### src/rtl/alu_pipe.sv
// Handshaked, registered ALU: single-cycle logic/arith/shift/compare ops plus an
// iterative shift-add multiply that retires one multiplier bit per clock.
module alu_pipe #(
  parameter int unsigned WIDTH      = 16,
  parameter int unsigned SIGNED_CMP = 0
) (
  input  logic             clk,
  input  logic             rst_n,
  input  logic             in_valid,
  output logic             in_ready,
  input  logic [WIDTH-1:0] x,
  input  logic [WIDTH-1:0] y,
  input  logic [2:0]       op,
  output logic             out_valid,
  input  logic             out_ready,
  output logic [WIDTH-1:0] z,
  output logic             carry,
  output logic             overflow,
  output logic             lt,
  output logic             eq,
  output logic             gt
);

  localparam int unsigned SH_W  = $clog2(WIDTH);
  localparam int unsigned CNT_W = SH_W;
  localparam int unsigned PW    = 2 * WIDTH;

  localparam logic [2:0] OP_AND = 3'b000;
  localparam logic [2:0] OP_OR  = 3'b001;
  localparam logic [2:0] OP_ADD = 3'b010;
  localparam logic [2:0] OP_SUB = 3'b011;
  localparam logic [2:0] OP_SLL = 3'b100;
  localparam logic [2:0] OP_SRL = 3'b101;
  localparam logic [2:0] OP_MUL = 3'b110;
  localparam logic [2:0] OP_SLT = 3'b111;

  localparam logic [CNT_W-1:0] LAST_STEP = CNT_W'(WIDTH - 1);

  typedef enum logic [1:0] {S_IDLE, S_MUL, S_DONE} state_t;

  state_t             state_q, state_d;
  logic [CNT_W-1:0]   cnt_q, cnt_d;
  logic [PW-1:0]      acc_q, acc_d;
  logic [PW-1:0]      mcand_q, mcand_d;
  logic [WIDTH-1:0]   mplier_q, mplier_d;
  logic [WIDTH-1:0]   xq_q, xq_d;
  logic [WIDTH-1:0]   yq_q, yq_d;
  logic [WIDTH-1:0]   z_d;
  logic               carry_d, overflow_d, lt_d, eq_d, gt_d, out_valid_d;

  logic               accept;
  logic [WIDTH:0]     sum_add, sum_sub;
  logic [SH_W-1:0]    shamt;
  logic [2:0]         cmp_in, cmp_cap;
  logic [WIDTH-1:0]   alu_z;
  logic               alu_c, alu_v;
  logic [PW-1:0]      acc_step;

  // {lt, eq, gt} for a pair of operands in the configured compare mode
  function automatic logic [2:0] cmp3(input logic [WIDTH-1:0] a, input logic [WIDTH-1:0] b);
    logic less;
    if (SIGNED_CMP != 0) less = ($signed(a) < $signed(b));
    else                 less = (a < b);
    return {less, (a == b), (!less && (a != b))};
  endfunction

  assign in_ready = rst_n && ((state_q == S_IDLE) || ((state_q == S_DONE) && out_ready));
  assign accept   = in_valid && in_ready;

  assign sum_add  = {1'b0, x} + {1'b0, y};
  assign sum_sub  = {1'b0, x} + {1'b0, ~y} + (WIDTH+1)'(1);
  assign shamt    = y[SH_W-1:0];
  assign cmp_in   = cmp3(x, y);
  assign cmp_cap  = cmp3(xq_q, yq_q);
  assign acc_step = acc_q + (mplier_q[0] ? mcand_q : PW'(0));

  // Single-cycle result for every op except MUL
  always_comb begin
    alu_z = '0;
    alu_c = 1'b0;
    alu_v = 1'b0;
    case (op)
      OP_AND: alu_z = x & y;
      OP_OR:  alu_z = x | y;
      OP_ADD: begin
        alu_z = sum_add[WIDTH-1:0];
        alu_c = sum_add[WIDTH];
        alu_v = (x[WIDTH-1] == y[WIDTH-1]) && (sum_add[WIDTH-1] != x[WIDTH-1]);
      end
      OP_SUB: begin
        alu_z = sum_sub[WIDTH-1:0];
        alu_c = sum_sub[WIDTH];
        alu_v = (x[WIDTH-1] != y[WIDTH-1]) && (sum_sub[WIDTH-1] != x[WIDTH-1]);
      end
      OP_SLL: alu_z = x << shamt;
      OP_SRL: alu_z = x >> shamt;
      OP_SLT: alu_z = WIDTH'(cmp_in[2]);
      default: alu_z = '0;
    endcase
  end

  always_comb begin
    state_d     = state_q;
    cnt_d       = cnt_q;
    acc_d       = acc_q;
    mcand_d     = mcand_q;
    mplier_d    = mplier_q;
    xq_d        = xq_q;
    yq_d        = yq_q;
    z_d         = z;
    carry_d     = carry;
    overflow_d  = overflow;
    lt_d        = lt;
    eq_d        = eq;
    gt_d        = gt;
    out_valid_d = out_valid;

    if ((state_q == S_DONE) && out_ready) begin
      state_d     = S_IDLE;
      out_valid_d = 1'b0;
    end

    if (state_q == S_MUL) begin
      acc_d    = acc_step;
      mcand_d  = mcand_q << 1;
      mplier_d = mplier_q >> 1;
      cnt_d    = cnt_q + CNT_W'(1);
      if (cnt_q == LAST_STEP) begin
        state_d              = S_DONE;
        out_valid_d          = 1'b1;
        z_d                  = acc_step[WIDTH-1:0];
        carry_d              = |acc_step[PW-1:WIDTH];
        overflow_d           = 1'b0;
        {lt_d, eq_d, gt_d}   = cmp_cap;
      end
    end

    // Accept overrides the DONE->IDLE drain so back-to-back ops see no bubble
    if (accept) begin
      xq_d = x;
      yq_d = y;
      if (op == OP_MUL) begin
        state_d     = S_MUL;
        out_valid_d = 1'b0;
        cnt_d       = '0;
        acc_d       = '0;
        mcand_d     = {{WIDTH{1'b0}}, x};
        mplier_d    = y;
      end else begin
        state_d            = S_DONE;
        out_valid_d        = 1'b1;
        z_d                = alu_z;
        carry_d            = alu_c;
        overflow_d         = alu_v;
        {lt_d, eq_d, gt_d} = cmp_in;
      end
    end
  end

  always_ff @(posedge clk or negedge rst_n) begin
    if (!rst_n) state_q <= S_IDLE;
    else        state_q <= state_d;
  end

  always_ff @(posedge clk or negedge rst_n) begin
    if (!rst_n) begin
      cnt_q     <= '0;
      acc_q     <= '0;
      mcand_q   <= '0;
      mplier_q  <= '0;
      xq_q      <= '0;
      yq_q      <= '0;
      z         <= '0;
      carry     <= 1'b0;
      overflow  <= 1'b0;
      lt        <= 1'b0;
      eq        <= 1'b0;
      gt        <= 1'b0;
      out_valid <= 1'b0;
    end else begin
      cnt_q     <= cnt_d;
      acc_q     <= acc_d;
      mcand_q   <= mcand_d;
      mplier_q  <= mplier_d;
      xq_q      <= xq_d;
      yq_q      <= yq_d;
      z         <= z_d;
      carry     <= carry_d;
      overflow  <= overflow_d;
      lt        <= lt_d;
      eq        <= eq_d;
      gt        <= gt_d;
      out_valid <= out_valid_d;
    end
  end

endmodule
### config.mk
export PLATFORM = sky130hd
export DESIGN_NAME = alu_pipe
export DESIGN_NICKNAME = d
export VERILOG_FILES = /design/src/rtl/alu_pipe.sv
export SDC_FILE = /design/constraint.sdc
export NUM_CORES = 1
export LEC_CHECK = 0
export ABC_AREA = 1
export BUFFER_PORTS_ARGS = -buffer_cell sky130_fd_sc_hd__buf_4
export CAP_MARGIN = 20
export CORE_MARGIN = 5
export CORE_UTILIZATION = 50
export DETAILED_ROUTE_END_ITERATION = 16
export PLACE_DENSITY = 0.63
export SYNTH_ARGS = -nofsm -noshare
export SYNTH_HDL_FRONTEND = slang
export SYNTH_SLANG_ARGS = --single-unit
### constraint.sdc
create_clock -name clk -period 3.5 [get_ports clk]
set_clock_uncertainty 0.2 [all_clocks]
set_input_delay 0.175 -clock clk [delete_from_list [all_inputs] [get_ports clk]]
set_output_delay 0.175 -clock clk [all_outputs]
set_load 0.01 [all_outputs]
Word-level counts from Yosys, hierarchy flattened
Index checks and enable logic that the tools add are counted.
Word-level totals
  output and inout port bits: 23
  input port bits: 39
  register bits: 140
Cells by class
  order comparisons: 2
  reduce and logical (&&, ||, !) cells: 13
  add/sub/neg operators: 5
  shift operators: 2
  bitwise logic cells: 3
  multiplexer cells: 50
  equal/unequal tests: 18
Operators with widths (count)
  32-bit 2-to-1 mux: 7
  16-bit 2-to-1 mux: 7
  16-bit one-hot mux with 7 select lines: 1
  16-bit by 16-bit adder with 17-bit output: 2
  32-bit adder: 1
  16-bit equality test: 2
  16-bit < comparator: 2
  16-bit inequality test: 2
  1-bit 2-to-1 mux: 25
  17-bit by 1-bit adder with 17-bit output, second input constant: 1
  16-bit bitwise AND: 1
  16-bit NOT: 1
  16-bit OR: 1
  16-bit OR reduction: 1
  16-bit by 4-bit << shifter with 16-bit output: 1
  16-bit by 4-bit >> shifter with 16-bit output: 1
  3-bit equality test, second input constant: 4
  4-bit 2-to-1 mux: 3
  2-bit 2-to-1 mux: 5
  1-bit logical AND: 7
  3-bit by 2-bit equality test with 1-bit output, second input constant: 2
  4-bit by 1-bit adder with 4-bit output, second input constant: 1
  4-bit equality test, second input constant: 1
  1-bit one-hot mux with 2 select lines: 2
  other kinds (9): 12

Depth between registers and ports, before layout
Gate-level depths: netlist of the first run.
  depth after elaboration: 8
  mapped depth: 22
  depth with buffers taken out: 20

Worst setup path before layout of the first run
Ideal clock, no wire load.
  kind: register to register
  start point: reg mplier_q[0]
  end point: reg carry
  cell stages (with the launch flop): 23
  data arrival time: 2.363 ns
  buffers on the path: 2
  setup slack: 0.821 ns
  clock period less this slack: 2.679 ns
  library setup time: 0.116 ns
  cells stage by stage: dfrtp_1 clkbuf_1 clkbuf_1 nand2_1 inv_1 ha_1 fa_1 nand2_1 nand3_1 nand3_1 nand2_1 nand2_1 nand2_2 nand2_1 nand2_1 nand2_1 nand2_1 nor2_1 nand2_1 nor2_1 nand2_1 nand2_1 nand2_1
On the way
  longest elaborated chain between the ends: 7
Ends and longest elaborated chain
  from (decl): line 45  | logic [WIDTH-1:0] mplier_q, mplier_d;
  from (signal assigned): line 184  | mplier_q <= mplier_d;
  32-bit 2-to-1 mux (*): line 75  | assign acc_step = acc_q + (mplier_q[0] ? mcand_q : PW'(0));
  32-bit adder (*): line 75
  16-bit OR reduction (*): line 132  | carry_d = |acc_step[PW-1:WIDTH];
  1-bit 2-to-1 mux (*): line 128  | if (cnt_q == LAST_STEP) begin
  1-bit 2-to-1 mux (*): line 123  | if (state_q == S_MUL) begin
  1-bit 2-to-1 mux: line 142  | if (op == OP_MUL) begin
  1-bit 2-to-1 mux (*): line 139  | if (accept) begin
  net carry_d: line 49  | logic carry_d, overflow_d, lt_d, eq_d, gt_d, out_valid_d;
  to (signal assigned): line 188  | carry <= carry_d;
  to (decl): line 17  | output logic carry,
Mark *: on every way through the listed nets, which the timed path passes. The rest lies on a longest branch.
A chain may end at the register's enable or synchronous reset.

Worst setup path in the final report of the first run
Ends and elaborated chain as after synthesis.

==> results.md, run 1 <==
- Status: finished, final reports clean
- WP buf/inv: 1
- Synth cell types: 63
- Switching share of power: 0.4907
- Avg Inst Size Synth: ~6.5 um2
- Combinational fraction of design power: 0.552
- Clock Latency Late Sink: 0.44 ns
- Area Overhead vs Synth: 12.43%
- Min cycle time layout: 3.232 ns
- Crit-path most repeated cell: nand2_1
- Worst hold path type: in -> reg
- Io pins: 62
- Actual slew at the worst max-slew pin: between 0.8 and 0.9 ns
- Core region area: 24960 um2
- WP depth: 18
- Hold Violations, Final: 0
- TritonRoute pass-1 iters: 6
- Max-Cap Viols: 0
- Layout cells sized above 1: 0.09262
- Worst setup SP type: flip-flop
- Total CTS buffers: 17
- Routed Antenna Nets: 0
- Routed Wire Length: ~44000 um
- Antenna Cells: 0
- Final Wtd Congestion: 1.024
- Number of synthesized flops with an enable pin: 0
- Pint: roughly 5.5 mW
- Starting DRT DRC Count: 1137
- CTS max path bufs: 2
- Filler cell count: 2560
- Buffer count from post-CTS setup fixing: 0
- Worst VDD drop: approximately 0.39 mV
- DRC violation count after routing: 0
- Syn Nets: approximately 2100
- Final core utilization: 0.5656
- Net Sw Power: approximately 5.3 mW
- Die span in x: between 150 and 200 um
- Register bit total from synthesis: 140
- First-pass GRT wire length: 69540 um
- RSZ-0062 raised after global routing: no
- GRT Util Overall: 0.3102
- Part of the Yosys area used for sequential elements: 0.2790
- Crit-path max FO: 15
- Clk slew on worst S/H paths: approximately 0.07 ns
- Setup TNS: 0 ns
- Antenna violations before repair: 0
- TritonCTS Sinks: between 100 and 150
- CP cell instances: nand2_1, inv_1, ha_1, fa_1, nand3_1, nand3_1, nand3_1, nand3_1, nand2_1, nand2_1, nand2_1, nand2_1, nor2_1, nand2_1, nor2_1, nand2_1, nand2_1, nand2_1
- CTS tree: yes
- Syn Inst Count: slightly below 2000
- Total power: about 11 mW
- Leakage: approximately 7.5 nW
- Die ar.: about 28000 um2
- Worst EP required: 3.63 ns
- Largest net degree at the start of global routing: 71
- Slew headroom: 0.4115
- Pwr/cell area: between 700 and 800 nW/um2
- Clock power frac: 0.176
- Area of the multi-input gates: 7525 um2
- Worst stage delay on the critical path: roughly 0.54 ns
- # setup viols final: 0
- Wirelength per Cell: roughly 19 um
- Kind of critical path: reg -> reg
- Async SR Flop Fraction: 1.000
- Slowest cell on crit path: dfrtp_1
- Cell Area, Synth: 12560 um2
- Storage element area: roughly 3500 um2
- Family with the most delay on the worst path: simple AND/OR/NAND/NOR gates
- Most used DFF post-synth: dfrtp_1
- R2R depth: 18
- Ys Warns: 0
- Root buffer cell: clkbuf_16
- H-tree depth: 4
- Final HPWL DP: around 34000 um
- WP data arrival: ~3.4 ns
- Starting Density: 0.5031
- Fin crit share: 0.9235
- Total number of vias: roughly 13000
- Vias in the first global route: approximately 13000
- DR vias/cell: roughly 5.5
- Final max-slew violation count: 0
- Global route overflow: 0
- Critical Path Sink Type: flip-flop
- Site row count: 58
- IO Port Bufs: 61
- Final #Nets: between 2000 and 2500
- Sequential Power Share: 0.272
- WHS Path Cells: 5
- Fmax: between 0.3 and 0.4 GHz
- Die Y: approximately 170 um
==> logic make-up after synthesis <==
group / after synthesis / share of synthesized area
AO/OA/AOI/OAI: 350 / 0.1596
XOR/XNOR: 19 / 0.01325
adder cells (fa/ha/maj): 100 / 0.1014
buffers and inverters: 369 / 0.1218
flip-flops: 140 / 0.2790
multiplexers: 3 / 0.002391
AND/OR/NAND/NOR: 963 / 0.3225
==> registers in the layout, indices dropped and copies added (netlist names), 2 cells and up <==
name and count:
yq_q 16, z 16, state_q 2, cnt_q 4
mcand_q 32, acc_q 32, mplier_q 16, xq_q 16
==> worst reg2reg max path, cell delays in order, from the launching register on <==
cell	delay [ns]
dfrtp_1	0.54
nand2_1	0.14
inv_1	0.05
ha_1	0.23
fa_1	0.42
nand3_1	0.10
nand3_1	0.15
nand3_1	0.11
nand3_1	0.23
nand2_1	0.17
nand2_1	0.06
nand2_1	0.05
nand2_1	0.07
nor2_1	0.14
nand2_1	0.09
nor2_1	0.19
nand2_1	0.08
nand2_1	0.06
nand2_1	0.04
==> routing by layer <==
metal  share of wire  wire [um]  track usage  up-vias
li1                -          -            -     6311
met1            0.42      18480       0.3947     6090
met2            0.48      21000       0.5250      491
met3           0.055       2433      0.03830      124
met4           0.052       2292       0.1486        0
met5               0          0            0        -
==> per-stage QoR <==
stage	hold slack, ns	cell area (um2)	worst slack, ns	instances
floorplan	-0.3206	12560	0.8210	1944
finish	0.05895	14120	0.2678	2349
global placement	-0.1649	13170	0.2699	2282
detailed placement	-0.1644	13170	0.2704	2282
CTS	0.04827	14120	0.2630	2349
global route	0.07297	14120	0.03569	2349
==> power by group through the flow <==
stage / combinational (mW) / sequential (mW) / clock, mW
floorplan: 4.20 / 2.81 / 0
global placement: 5.83 / 2.97 / 0
detailed placement: 5.90 / 2.97 / 0
CTS: 5.97 / 2.95 / 1.94
global route: 6.81 / 3.04 / 2.01
finish: 6.00 / 2.96 / 1.91
==> worst paths after layout <==
path | startpoint | to | slack, ns
max in group asynchronous | rst_n | z[14] | 1.41
min in group asynchronous | rst_n | mcand_q[26] | 0.30
hold reg to reg | yq_q[1] | yq_q[1] | 0.29
setup reg to reg | mplier_q[0] | carry | 0.27
setup / recovery | mplier_q[0] | carry | 0.27
hold / removal | op[2] | z[0] | 0.06
==> layout by cell type (no fill, tap or decap), drive strengths merged, types with 2 or more instances in the layout <==
cell / instances
dfrtp: 140
dlygate4sd3: 35
o22ai: 5
and2: 4
inv: 307
a211oi: 6
nand3: 97
clkinv: 3
bufinv: 2
xnor2: 2
a22oi: 4
nor4: 3
xor2: 17
a31oi: 38
buf: 79
fa: 3
nor2: 217
nand2: 586
nand4: 7
o21a: 9
clkbuf: 17
ha: 97
o21ai: 154
mux2i: 3
a21oi: 98
o21bai: 9
nor3: 39
o211ai: 14
or2: 7
==> cell usage after synthesis, drive strengths merged, types with 2 or more instances <==
library cell  count  area (um2)
dfrtp           140        3503
o21ai           154       782.0
nor4              3       18.77
o211ai           14       105.1
or2               7       43.80
fa                3       60.06
a211oi            6       50.05
o21bai            9       67.56
a22oi             4       30.03
clkbuf           26       98.84
nor2            217       860.8
a21oi            98       513.0
buf              45       310.3
xor2             17       148.9
o21a              9       67.56
and2              4       25.02
xnor2             2       17.52
nand3            97       515.5
ha               97        1214
inv             297        1117
nand4             7       43.79
o22ai             5       31.28
mux2i             3       30.03
nor3             39       265.3
nand2           586        2257
a31oi            38       237.7
==> what timing repair did <==
item	in CTS	in global routing
hold buffers	35	0
gates resized for setup	0	0
hold endpoints to repair	130	0
==> area by class of cell <==
cell class / count / area share
flip-flops and latches: 140 / 0.2481
repair buffers: 114 / 0.06797
clock buffers: 17 / 0.03013
multi-input cells: 1435 / 0.5329
inverters: 298 / 0.07940
well taps: 330 / 0.02924
clock inverters: 15 / 0.01223
Note: power is estimated with default switching activity, not from simulation.
==> run 2: changes to the inputs <==
Settings changed: RECOVER_POWER from default to 25.
==> run 2 against run 1 <==
  * Cell count stayed put
  * Via count is 0.26% lower
  * Design area is 0.55% lower
  * Largest cell class unchanged
  * Highest routed layer unchanged
  * Clock power hardly changed
  * Sequential share of layout area is 0.14 points higher
  * Global-route usage stayed put
  * Register-to-register slack hardly changed
==> results.md, run 2 (same netlist as run 1, synthesis figures left out) <==
- IO Port Bufs: 61 (unchanged)
- Site row count: 58 (unchanged)
- Die Y: 168.5 um (unchanged)
- Hold WS: 0.06147 ns (+0.002526 ns)
- Antenna Cells: 0 (unchanged)
- Min cycle time layout: 3.218 ns (-0.01467 ns)
- Final Wtd Congestion: 1.024 (unchanged)
- Actual slew at the worst max-slew pin: 1.431 ns (+0.5515 ns)
- Io pins: 62 (unchanged)
- Worst VDD drop: 0.3858 mV (-0.49%)
- Wirelength per Cell: 18.76 um (-0.31%)
- RSZ-0062 raised after global routing: no
- Pint: 5.460 mW (-1.4%)
- Final HPWL DP: 33980 um (unchanged)
- Die span in x: 168.5 um (unchanged)
- Area Overhead vs Synth: 11.82%
- Layout cells sized above 1: 0.08321 (-0.009411)
- Slowest cell on crit path: dfrtp_1
- Fmax: 0.3108 GHz (+0.46%)
- Combinational fraction of design power: 0.549 (-0.003)
- R2R depth: 18 (unchanged)
- CTS tree: yes
- Root buffer cell: clkbuf_16
- Clock power frac: 0.177 (about the same)
- WP buf/inv: 1 (unchanged)
- CP cell instances: nand2_1, inv_1, ha_1, fa_1, nand3_1, nand3_1, nand3_1, nand3_1, nand2_1, nand2_1, nand2_1, nand2_1, nor2_1, nand2_1, nor2_1, nand2_1, nand2_1, nand2_1
- WHS Path Cells: 5 (unchanged)
- Fin crit share: 0.9193 (-0.004192)
- WP data arrival: 3.34 ns (-0.02 ns)
- Worst EP required: 3.62 ns (about the same)
- Worst Min Path Start: op[2]
- Die ar.: 28390 um2 (unchanged)
- Hold Violations, Final: 0 (unchanged)
- Routed Antenna Nets: 0 (unchanged)
- GRT Util Overall: 0.3102 (unchanged)
- # resized after CTS: 0 (unchanged)
- Leakage: 7.457 nW (-0.96%)
- Largest registers: acc_q: 32 flops, mcand_q: 32 flops
- Largest net degree at the start of global routing: 71 (unchanged)
- H-tree depth: 4 (unchanged)
- Antenna violations before repair: 0 (unchanged)
- Core region area: 24960 um2 (unchanged)
- Hold EP: z[0]
- Total number of vias: 12980 (-0.26%)
- Sequential Power Share: 0.274 (+0.002)
- First-pass GRT wire length: 69540 um (unchanged)
- Filler cell count: 2582 (+0.86%)
- Switching share of power: 0.4939 (+0.003209)
- Worst hold path type: in -> reg
- Clk slew on worst S/H paths: 0.07 ns (about the same)
- Slew headroom: 0.04579 (-0.3657)
- Setup TNS: 0 ns (unchanged)
- DR vias/cell: 5.527 (-0.26%)
- CTS max path bufs: 2 (unchanged)
- TritonCTS Sinks: 140 (unchanged)
- Global route overflow: 0 (unchanged)
- Status: finished, final reports clean
- Starting Density: 0.5031 (unchanged)
- Family with the most delay on the worst path: simple AND/OR/NAND/NOR gates
- Crit-path max FO: 15 (unchanged)
- Total CTS buffers: 17 (unchanged)
- Critical Path Sink Type: flip-flop
- Commonest non-fill, non-tap cell in the layout: nand2_1
- Max-Cap Viols: 0 (unchanged)
- Starting DRT DRC Count: 1266 (+11%)
- Worst stage delay on the critical path: 0.54 ns (about the same)
- Clock Latency Late Sink: 0.44 ns (about the same)
- DRC violation count after routing: 0 (unchanged)
- Most frequent cells in the layout: 567 x nand2_1, 278 x inv_1, 210 x nor2_1, 140 x dfrtp_1, 125 x o21ai_0
- Vias in the first global route: 12610 (unchanged)
- Net Sw Power: 5.328 mW (-0.13%)
- # setup viols final: 0 (unchanged)
- Reg2Reg Capture Point: carry
- Worst setup SP type: flip-flop
- Kind of critical path: reg -> reg
- Final max-slew violation count: 0 (unchanged)
- Final #Nets: 2145 (unchanged)
- Crit-path most repeated cell: nand2_1
- R2r startpoint: mplier_q[0]
- Reg2reg setup slack: 0.28 ns (about the same)
- TritonRoute pass-1 iters: 6 (unchanged)
- Routed Wire Length: 44070 um (-0.31%)
- Pwr/cell area: 768.3 nW/um2 (-0.23%)
run 2: changes by cell type in the layout (fill, tap and decap cells not counted):
cell      before  now
buf_4         77   58
buf_6          1    0
clkbuf_1       0   19
clkbuf_2       0    1
run 2: stage by stage:
stage	worst slack, ns	utilization	instances	instance area, um2	power (mW)
global route	0.03569	0.5625	2349	14040	11.78
CTS	0.2630	0.5656	2349	14120	10.86
detailed placement	0.2704	0.5276	2282	13170	8.875
finish	0.2824	0.5625	2349	14040	10.79
floorplan	0.8210	-	1944	12560	7.014
global placement	0.2699	0.5276	2282	13170	8.799
run 2: tightest hold or removal path: cells and delay by family:
kind	cells	cell delay, ns
AND/OR/NAND/NOR	3	0.24
AO/OA/AOI/OAI	1	0.08
buffers and inverters	1	0.14
run 2: power groups by stage:
| stage | Combinational, mW | Clock [mW] | Sequential (mW) |
|---|---|---|---|
| finish | 5.92 | 1.91 | 2.95 |
| global route | 6.73 | 2.01 | 3.04 |
| floorplan | 4.20 | 0 | 2.81 |
| detailed placement | 5.90 | 0 | 2.97 |
| CTS | 5.97 | 1.94 | 2.95 |
| global placement | 5.83 | 0 | 2.97 |
run 2: cell type report:
type	instances	area, um2	area share
Sequential cell	140	3503	0.2495
Inverter	298	1121	0.07984
Multi-Input combinational cell	1435	7525	0.5359
Tap cell	330	412.9	0.02940
Clock inverter	15	172.7	0.01230
Timing Repair Buffer	114	882.1	0.06282
Clock buffer	17	425.4	0.03029
run 2: what timing repair did:
item | 4_1_cts | 5_1_grt
buffers inserted | 0 | 0
hold buffers | 35 | 0
setup endpoints to repair | 0 | 0
endpoints found under the hold margin | 130 | 0
run 2: how the worst max path moves through the flow:
stage / start / cells past startpoint / end
3_3_place_gp: mplier_q[0] / 18 / carry
3_5_place_dp: mplier_q[0] / 18 / carry
6_report: mplier_q[0] / 18 / carry
4_1_cts: mplier_q[0] / 18 / carry
5_1_grt: mplier_q[0] / 18 / carry
2_1_floorplan: mplier_q[0] / 22 / carry
run 2: routing by layer:
layer / wire length [um] / GRT usage / vias up
met1: 18490 / 0.3947 / 6072
met3: 2366 / 0.03830 / 128
met4: 2386 / 0.1486 / 0
met2: 20830 / 0.5250 / 468
met5: 0 / 0 / -
li1: - / - / 6314
==> run 3: changes to the inputs <==
Settings changed: RECOVER_POWER 25 to 100.
==> run 3 against run 2 <==
  * Design area down 0.53%
  * Clock power barely moved
  * Combinational power shrank 0.8%
  * Hold slack improved by 0.0038 ns
  * Flip-flop and latch count did not move
  * Global-route usage did not move
  * Via count barely moved
==> results.md, run 3 (same netlist as run 1, synthesis figures left out) <==
- Status: finished, final reports clean
- Die span in x: 168.5 um (unchanged)
- Final HPWL DP: 33980 um (unchanged)
- # resized after CTS: 0 (unchanged)
- H-tree depth: 4 (unchanged)
- Routed Wire Length: 44060 um (about the same)
- Antenna violations before repair: 0 (unchanged)
- Die Y: 168.5 um (unchanged)
- Pwr/cell area: 767.9 nW/um2 (about the same)
- Global route overflow: 0 (unchanged)
- DRC violation count after routing: 0 (unchanged)
- Hold Violations, Final: 0 (unchanged)
- Clk slew on worst S/H paths: 0.07 ns (about the same)
- TritonCTS Sinks: 140 (unchanged)
- RSZ-0062 raised after global routing: no
- Critical Path Sink Type: flip-flop
- Fin crit share: 0.9465 (+0.02725)
- Root buffer cell: clkbuf_16
- Most frequent cells in the layout: 570 x nand2_1, 279 x inv_1, 211 x nor2_1, 140 x dfrtp_1, 134 x o21ai_0
- Die ar.: 28390 um2 (unchanged)
- CTS tree: yes
- Io pins: 62 (unchanged)
- Max-Cap Viols: 0 (unchanged)
- Total CTS buffers: 17 (unchanged)
- Worst hold path type: in -> reg
- Worst VDD drop: 0.3870 mV (+0.32%)
- WP data arrival: 3.38 ns (+0.04 ns)
- Commonest non-fill, non-tap cell in the layout: nand2_1
- Largest registers: acc_q: 32 flops, mcand_q: 32 flops
- Leakage: 7.418 nW (-0.53%)
- Final Wtd Congestion: 1.024 (unchanged)
- Reg2reg setup slack: 0.27 ns (about the same)
- Area Overhead vs Synth: 11.23%
- Layout cells sized above 1: 0.07429 (-0.008915)
- Filler cell count: 2600 (+0.70%)
- Actual slew at the worst max-slew pin: 1.441 ns (+0.009391 ns)
- Starting Density: 0.5031 (unchanged)
- IO Port Bufs: 61 (unchanged)
- Routed Antenna Nets: 0 (unchanged)
- Antenna Cells: 0 (unchanged)
- Starting DRT DRC Count: 1164 (-8.1%)
- Final max-slew violation count: 0 (unchanged)
- # setup viols final: 0 (unchanged)
- CTS max path bufs: 2 (unchanged)
- Worst setup SP type: input pin
- GRT Util Overall: 0.3102 (unchanged)
- Total number of vias: 12990 (+0.077%)
- Slew headroom: 0.03953 (-0.006260)
- Crit-path max FO: 24 (+9)
- Vias in the first global route: 12610 (unchanged)
- Setup TNS: 0 ns (unchanged)
- DR vias/cell: 5.531 (about the same)
- Core region area: 24960 um2 (unchanged)
- Site row count: 58 (unchanged)
- Dpl cell area: 13170 um2 (unchanged)
- Fmax: 0.3019 GHz (-2.9%)
- Fin area: 13970 um2 (-0.53%)
- Clock Latency Late Sink: 0.44 ns (about the same)
- First-pass GRT wire length: 69540 um (unchanged)
- Worst EP required: 3.56 ns (-0.06 ns)
- Largest net degree at the start of global routing: 71 (unchanged)
- TritonRoute pass-1 iters: 5 (-1)
- Wirelength per Cell: 18.76 um (about the same)
- Final #Nets: 2145 (unchanged)
- Kind of critical path: in -> reg
- Min cycle time layout: 3.313 ns (+0.09536 ns)
run 3: changes by cell type in the layout (fill, tap and decap cells not counted), sizes merged:
cell	previous run	this run
buf	59	49
clkbuf	37	47
run 3: critical path, cell delays in order:
cell	delay [ns]
dlygate4sd3_1	0.52
clkbuf_1	0.32
inv_1	0.09
nor3_1	0.42
nand2_4	0.26
nor2_4	0.14
inv_1	0.41
nor4_1	0.75
buf_4	0.22
a31oi_1	0.04
run 3: repair_timing:
item | in CTS | in global routing
hold endpoints to repair | 130 | 0
endpoints found under the setup margin | 0 | 0
hold buffers | 35 | 0
buffers inserted | 0 | 0
run 3: layout make-up:
| class | count | area [um2] | share of cell area |
|---|---|---|---|
| clock inverters | 15 | 172.7 | 0.01236 |
| well taps | 330 | 412.9 | 0.02956 |
| clock buffers | 17 | 425.4 | 0.03046 |
| inverters | 298 | 1121 | 0.08026 |
| multi-input cells | 1435 | 7486 | 0.5359 |
| flip-flops and latches | 140 | 3503 | 0.2508 |
| repair buffers | 114 | 847.1 | 0.06064 |
run 3: layer usage:
metal  vias to the layer above  wire, um  global-route usage
met2                       529     20870              0.5250
li1                       6320         -                   -
met5                         -         0                   0
met3                       129      2637             0.03830
met4                         0      2313              0.1486
met1                      6014     18230              0.3947
run 3: path summary, 6_finish.rpt:
| check | start | cells past startpoint | to |
|---|---|---|---|
| worst min register to register | yq_q[1] | 2 | yq_q[1] |
| worst max register to register | state_q[1] | 8 | z[3] |
| min in group asynchronous | rst_n | 3 | cnt_q[2] |
| worst min-delay path | op[2] | 5 | z[0] |
| worst max-delay path | rst_n | 10 | z[3] |
| max in group asynchronous | rst_n | 4 | mcand_q[3] |
run 3: power by group:
group          switching [mW]  total (mW)  internal (mW)  leakage (nW)
combinational            3.90        5.87           1.96          5.45
sequential              0.568        2.95           2.38          1.67
clock                   0.835        1.91           1.08         0.296
run 3: per-stage QoR:
| step | power (mW) | instances | setup slack [ns] | utilization | hold slack [ns] |
|---|---|---|---|---|---|
| 6_report | 10.73 | 2349 | 0.1871 | 0.5595 | 0.06530 |
| 3_5_place_dp | 8.875 | 2282 | 0.2704 | 0.5276 | -0.1644 |
| 5_1_grt | 11.72 | 2349 | 0.03637 | 0.5595 | 0.07297 |
| 2_1_floorplan | 7.014 | 1944 | 0.8210 | - | -0.3206 |
| 4_1_cts | 10.86 | 2349 | 0.2630 | 0.5656 | 0.04827 |
| 3_3_place_gp | 8.799 | 2282 | 0.2699 | 0.5276 | -0.1649 |
